<file path="config.mk">
export PLATFORM = sky130hd
export DESIGN_NAME = instr_sequencer
export DESIGN_NICKNAME = d
export VERILOG_FILES = /design/src/rtl/instr_sequencer.sv
export SDC_FILE = /design/constraint.sdc
export NUM_CORES = 1
export LEC_CHECK = 0
export ABC_AREA = 1
export CORE_MARGIN = 3
export CORE_UTILIZATION = 42
export DETAILED_ROUTE_END_ITERATION = 16
export PLACE_DENSITY = 0.78
export SLEW_MARGIN = 20
export SYNTH_ARGS = -nofsm -noshare
export SYNTH_HDL_FRONTEND = slang
export SYNTH_SLANG_ARGS = --single-unit
</file>
<file path="constraint.sdc">
create_clock -name clk -period 1.4 [get_ports clk]
set_clock_uncertainty 0.1 [all_clocks]
set_input_delay 0.28 -clock clk [delete_from_list [all_inputs] [get_ports clk]]
set_output_delay 0.28 -clock clk [all_outputs]
set_load 0.1 [all_outputs]
</file>
<file path="src/rtl/instr_sequencer.sv">
// Instruction sequencer for the tiny core: fetch, decode, optional data access,
// PC step and settle, with a bounded memory wait that traps to a terminal error.
module instr_sequencer #(
  parameter int unsigned ADDR_W  = 10,
  parameter int unsigned TIMEOUT = 15
) (
  input  logic              clk,
  input  logic              rst,
  input  logic [ADDR_W-1:0] pc_current,
  input  logic [ADDR_W-1:0] data_addr,
  input  logic              is_load,
  input  logic              is_store,
  input  logic              is_halt,
  input  logic              mem_ready,
  input  logic              resume,
  output logic              mem_req,
  output logic              mem_we,
  output logic [ADDR_W-1:0] mem_addr,
  output logic              ir_we,
  output logic              rf_we,
  output logic              pc_step,
  output logic              halted,
  output logic              timeout_err
);

  localparam int unsigned WAIT_W   = 4;
  localparam int unsigned SETTLE_W = 2;
  localparam logic [WAIT_W-1:0]   WAIT_LAST   = WAIT_W'(TIMEOUT - 1);
  localparam logic [SETTLE_W-1:0] SETTLE_LAST = SETTLE_W'(1);

  typedef enum logic [2:0] {
    S_START,
    S_FETCH,
    S_DECODE,
    S_MEM,
    S_WB,
    S_SETTLE,
    S_HALT,
    S_ERROR
  } state_t;

  state_t              state;
  state_t              state_next;
  logic [WAIT_W-1:0]   wait_cnt;
  logic [SETTLE_W-1:0] settle_cnt;
  logic                op_store;
  logic                op_load;
  logic [ADDR_W-1:0]   addr_q;
  logic                mem_phase;

  assign mem_phase = (state == S_FETCH) || (state == S_MEM);

  // State, wait/settle counters and the decoded operation latched in DECODE.
  always_ff @(posedge clk) begin
    if (rst) begin
      state      <= S_START;
      wait_cnt   <= '0;
      settle_cnt <= '0;
      op_store   <= 1'b0;
      op_load    <= 1'b0;
      addr_q     <= '0;
    end else begin
      state <= state_next;
      // Counter is zero on every entry to FETCH/MEM since no request state
      // follows another without a mem_ready cycle in between.
      wait_cnt   <= (mem_phase && !mem_ready) ? wait_cnt + WAIT_W'(1) : '0;
      settle_cnt <= (state == S_SETTLE) ? settle_cnt + SETTLE_W'(1) : '0;
      if (state == S_DECODE) begin
        op_store <= is_store && !is_halt;
        op_load  <= is_load && !is_store && !is_halt;
        addr_q   <= data_addr;
      end else if (state == S_HALT && resume) begin
        op_store <= 1'b0;
        op_load  <= 1'b0;
      end
    end
  end

  always_comb begin
    state_next  = state;
    mem_req     = 1'b0;
    mem_we      = 1'b0;
    mem_addr    = '0;
    ir_we       = 1'b0;
    rf_we       = 1'b0;
    pc_step     = 1'b0;
    halted      = 1'b0;
    timeout_err = 1'b0;
    case (state)
      S_START: state_next = S_FETCH;
      S_FETCH: begin
        mem_req  = 1'b1;
        mem_addr = pc_current;
        if (mem_ready) begin
          ir_we      = 1'b1;
          state_next = S_DECODE;
        end else if (wait_cnt == WAIT_LAST) begin
          state_next = S_ERROR;
        end
      end
      S_DECODE: begin
        if (is_halt)                  state_next = S_HALT;
        else if (is_load || is_store) state_next = S_MEM;
        else                          state_next = S_WB;
      end
      S_MEM: begin
        mem_req  = 1'b1;
        mem_we   = op_store;
        mem_addr = addr_q;
        if (mem_ready)                    state_next = S_WB;
        else if (wait_cnt == WAIT_LAST)   state_next = S_ERROR;
      end
      S_WB: begin
        pc_step    = 1'b1;
        rf_we      = op_load || !op_store;  // loads and ALU ops write back
        state_next = S_SETTLE;
      end
      S_SETTLE: begin
        if (settle_cnt == SETTLE_LAST) state_next = S_FETCH;
      end
      S_HALT: begin
        halted = 1'b1;
        if (resume) begin
          pc_step    = 1'b1;
          state_next = S_SETTLE;
        end
      end
      S_ERROR: begin
        halted      = 1'b1;
        timeout_err = 1'b1;
      end
      default: state_next = S_START;
    endcase
  end

endmodule

</file>
==> results of run 1 <==
[Yosys cell counts (all sizes together)]
library cell  instances
inv                  33
dfxtp                21
nand2                19
nor2                 17
a21oi                14
o21ai                11
o22ai                10
nand3                 9
buf                   5
ha                    3
o211a                 2
a31oi                 1
nand3b                1
nand4                 1
nor3                  1
o211ai                1
or2                   1
xnor2                 1
[cell families after synthesis]
logic type,synth area share (%)
buffers and inverters,14.59
DFF,39.86
adders and majority gates,3.559
xor gates and xnor gates,0.8305
AOI/OAI and AO/OA,21.00
and+or+nand+nor,20.17
[per-stage QoR]
step / util, % / TNS, ns
floorplan: - / -3.314
global placement: 89.60 / -2.079
detailed placement: 89.60 / -2.757
==> metrics.md, run 1 <==
| Metric | Value |
|---|---|
| Netlist Area Pre-Place | `1055 sq um` |
| Yosys Warn Count | `0` |
| Die Wd | `56.12 um` |
| Clock tree buffer depth | `2` |
| Unique masters post-synth | `23` |
| Place WS | `-0.1851 ns` |
| Placed Instance Area | `2058 sq um` |
| # Post-CTS Setup Buffers | `9` |
| # port buffers | `43` |
| Post-Syn Nets | `181` |
| GP Congestion | `0.8230` |
| CTS H-tree lvls | `1` |
| Outcome | `stopped before the end` |
| Last stage | `clock tree synthesis` |
| Root Driver | `clkbuf_4` |
| Die Ht | `56.12 um` |
| Seq/Total Area, Yosys | `39.86%` |
| Inst Count DP | `235` |
| Tool error | `[ERROR DPL-0033] detailed placement checks failed during check placement.` |
| Cell Rows | `17` |
| Mapped Cells | `151` |
| Synth area leaders | `dfxtp_1 40%, inv_1 11%, nand2_1 6.8%` |
| Num CTS Buffers | `3` |
| Cell type with the highest aggregate area in the netlist | `dfxtp_1` |
| Sink Count | `21` |
| Ports | `44` |
| Initial Util | `45.92%` |
| Yosys top cell area share | `39.86%` |
| FF+latch count, synth | `21` |
| Post-CTS Hold Fix Bufs | `0` |
| Resized Gates After CTS | `17` |
| Avg Synthesized Cell Area | `6.985 sq um` |
| Final HPWL DP | `2.734 mm` |
==> run 2, diff against run 1 <==
--- a/config.mk
+++ b/config.mk
@@ -6,10 +6,10 @@
 export NUM_CORES = 1
 export LEC_CHECK = 0
 export ABC_AREA = 1
-export CORE_MARGIN = 3
-export CORE_UTILIZATION = 42
+export CORE_AREA = 3 3 64 66
 export DETAILED_ROUTE_END_ITERATION = 16
-export PLACE_DENSITY = 0.78
+export DIE_AREA = 0 0 67 69
+export PLACE_DENSITY_LB_ADDON = 0.15
 export SLEW_MARGIN = 20
 export SYNTH_ARGS = -nofsm -noshare
 export SYNTH_HDL_FRONTEND = slang
==> run 2 against run 1 <==
Compared with the run above: the flow now finishes, with violations (setup timing); synthesized area unchanged; synthesized cell count unchanged.
==> metrics.md, run 2 <==
| Metric | Value |
|---|---|
| Worst r2r dst | `addr_q[9]` |
| # diodes | `0` |
| HP Class | `flip-flop to flip-flop` |
| Top reg by flops | `addr_q` |
| Crit path kind | `flip-flop to primary output` |
| Max Clock Freq | `574.7 MHz` |
| Critical path startpoint category | `flip-flop` |
| Fin. Hold Viols | `0` |
| GRT overflow | `0` |
| Commonest non-fill, non-tap cells in the layout | `29 x inv_1, 26 x clkdlybuf4s50_1, 20 x buf_12` |
| Outcome | `complete, but fails checks (was stopped before the end)` |
| Synth Flop Type | `dfxtp_1 (unchanged)` |
| Avg Synthesized Cell Area | `6.985 sq um (unchanged)` |
| Setup-failing EPs final | `18` |
| Compound-Gate Fraction of Synth Area | `21.00% (unchanged)` |
| Slew Limit Fails | `0` |
| Areal power density over the cells | `1332 nW/um^2` |
| Die area | `4623 sq um` |
| Post-Syn Nets | `181 (unchanged)` |
| Tcrit/Tclk final | `124.3%` |
| CTS tree | `done` |
| Yosys Warn Count | `0 (unchanged)` |
| Post-CTS Hold Fix Bufs | `0 (unchanged)` |
| Clock tree buffer depth | `2 (unchanged)` |
| Arrival @ worst endpoint | `1.36 ns` |
| Num CTS Buffers | `3 (unchanged)` |
| GR Util All Layers | `15.25%` |
| Ports | `44 (unchanged)` |
| CTS clk-pin slew, worst paths | `0.08 ns` |
| Min-delay src | `settle_cnt[0]` |
| Root Driver | `clkbuf_8 (was clkbuf_4)` |
| Die Wd | `67 um (was 56.12 um)` |
| Filler cells | `305` |
| Largest registers | `addr_q: 10 flops, wait_cnt: 4 flops, state: 3 flops` |
| Number of flops mapped to enable cells by yosys | `0 (unchanged)` |
| Seq. cell area | `431.7 sq um` |
| Initial DRC count | `31` |
| Netlist Area Pre-Place | `1055 sq um (unchanged)` |
| Post-synthesis adder-cell area fraction | `3.559% (unchanged)` |
| Top-count cell post-synth | `inv_1 (unchanged)` |
| Failing checks | `setup timing` |
| Worst Setup End Kind | `primary output` |
| # port buffers | `43 (unchanged)` |
| Req. time, crit path | `1.02 ns` |
| Drt first pass iters | `4` |
| Switching pwr | `1.417 mW` |
| Peak VDD IR | `0.7154 mV` |
| Power, Total | `3.143 mW` |
| Hold path depth | `1` |
| Seq/Total Area, Yosys | `39.86% (unchanged)` |
| Crit path max fanout | `12` |
| Clk_lat worst skew | `0.26 ns` |
| CTS H-tree lvls | `1 (unchanged)` |
| Share of post-route cells with drive strength above 1 | `42.73%` |
| Setup TNS | `-4.699 ns` |
| Leakage | `0.9374 nW` |
| XOR/XNOR Fraction of Synth Area | `0.8304% (unchanged)` |
| Worst R2R Path Depth | `7` |
| Final WS setup | `-0.3399 ns` |
| Unique masters post-synth | `23 (unchanged)` |
| Core area | `3633 sq um` |
| Sink Count | `21 (unchanged)` |
| Antenna violations before repair | `0` |
| Worst reg2reg setup slack | `0 ns` |
| Sw Share | `45.10%` |
| WHS Endpoint | `settle_cnt[0]` |
| Critical path cell sequence | `inv_4 -> nor2_4 -> nand2_8 -> o22ai_4 -> buf_12` |
| Die Ht | `69 um (was 56.12 um)` |
| CP bufs+invs | `2` |
| DR vias/cell | `4.582` |
| Synth area leaders | `dfxtp_1 40%, inv_1 11%, nand2_1 6.8% (unchanged)` |
| Final min period | `1.740 ns` |
| Largest net degree at the start of global routing | `15` |
| Inst Count DP | `254 (was 235)` |
| Routed wire length | `3.506 mm` |
| Post-synth top cells | `30 x inv_1, 21 x dfxtp_1, 19 x nand2_1, 16 x nor2_1, 14 x a21oi_1 (unchanged)` |
| Comb power frac | `63.9%` |
| Cell type with the highest aggregate area in the netlist | `dfxtp_1 (unchanged)` |
| Mapped Cells | `151 (unchanged)` |
| FF+latch count, synth | `21 (unchanged)` |
| Clock power share | `12.9%` |
| Fin nets | `251` |
| RSZ-0062 raised after global routing | `true` |
| Layout area overhead | `123.7%` |
| Worst path top cell family by delay | `flip-flops` |
| First-pass GRT wire length | `5.513 mm` |
| Async SR Flop Fraction | `0% (unchanged)` |
| Final HPWL DP | `2.567 mm (was 2.734 mm)` |
| CP max-delay cell | `dfxtp_4` |
| DR vias | `1,228` |
| Multi-input gate area | `793.3 sq um` |
| Reg power frac | `23.2%` |
| FF-to-FF Start | `state[0]` |
| Int Pwr | `1.725 mW` |
| Post-Layout Cell Count | `268` |
| Max reg flops | `10` |
| Post-route ant nets | `0` |
| Initial Util | `29.03% (was 45.92%)` |
| Mux share of post-synthesis cell area | `0% (unchanged)` |
| # DRC | `0` |
| Vias in the first global route | `1,240` |
| Simple logic cell fraction of the synthesized area | `20.17% (unchanged)` |
| Largest family of logic cells by synthesized area | `compound AO/OA/AOI/OAI gates (unchanged)` |
| Most common cell after layout, fill and taps aside | `inv_1` |
| CP startpoint | `state[1]` |
| Max-capacitance violation count | `0` |
| Cell Rows | `22 (was 17)` |
| CP max stage delay | `0.36 ns` |
| Worst slew margin | `83.95%` |
| Yosys top cell area share | `39.86% (unchanged)` |
| GP Congestion | `0.7148 (was 0.8230)` |
| Worst Tran Pin Value | `0.2398 ns` |
| Avg WL per Cell | `13.08 um` |
[run 2: cell counts after synthesis]
Identical to the previous run, type by type.
[run 2: worst max path at each step]
stage / to / slack [ns] / depth (start not counted)
global placement: mem_addr[2] / -0.16 / 4
floorplan: mem_addr[0] / -0.28 / 5
global route: mem_addr[4] / -0.40 / 5
finish: mem_addr[2] / -0.34 / 5
CTS: mem_addr[2] / -0.35 / 5
detailed placement: mem_addr[2] / -0.19 / 4
[run 2: power by group through the flow]
| stage | clock network, mW | logic (mW) | registers, mW |
|---|---|---|---|
| after floorplan | 0 | 1.12 | 0.751 |
| after global placement | 0 | 1.72 | 0.736 |
| after detailed placement | 0 | 1.74 | 0.739 |
| after CTS | 0.422 | 1.88 | 0.728 |
| after global routing | 0.456 | 2.10 | 0.738 |
| final | 0.405 | 2.01 | 0.729 |
[run 2: kinds of logic (layout without fill, tap and decap cells)]
family          after synthesis  after routing
simple gates                 49             49
compound gates               39             39
buf+inv                      38            107
flops                        21             21
fa+ha+maj                     3              3
xor+xnor                      1              1
[run 2: layout make-up]
type,count,area share (%)
inverter,33,5.938
clock buffer,3,1.750
tap,48,2.545
timing repair buffer,70,37.65
multi-input combinational,92,33.62
clock inverter,1,0.2121
sequential,21,18.29
[run 2: per-layer routing]
layer  vias up  track usage (%)  part of all wire (%)
li1        630                -                     -
met3         2            2.932                   4.1
met1       571            18.28                    41
met4         0            5.631                  0.51
met5         -                0                     0
met2        25            26.20                    54
[run 2: per-stage QoR]
step                utilization, %  worst slack [ns]  area (sq um)  hold slack [ns]
floorplan                        -           -0.2839          1310           0.2491
global placement             56.78           -0.1620          2063           0.3058
detailed placement           56.78           -0.1923          2063           0.3171
CTS                          61.16           -0.3527          2222           0.3288
global route                 64.94           -0.4028          2360           0.3501
finish                       64.94           -0.3399          2360           0.3207
[run 2: repair_timing]
action	4_1_cts	5_1_grt
setup buffers	6	7
pin swaps	4	12
resized for setup	11	31
cloned	0	1
endpoints found under the setup margin	17	29
No activity file was read; power rests on OpenSTA's default activity.
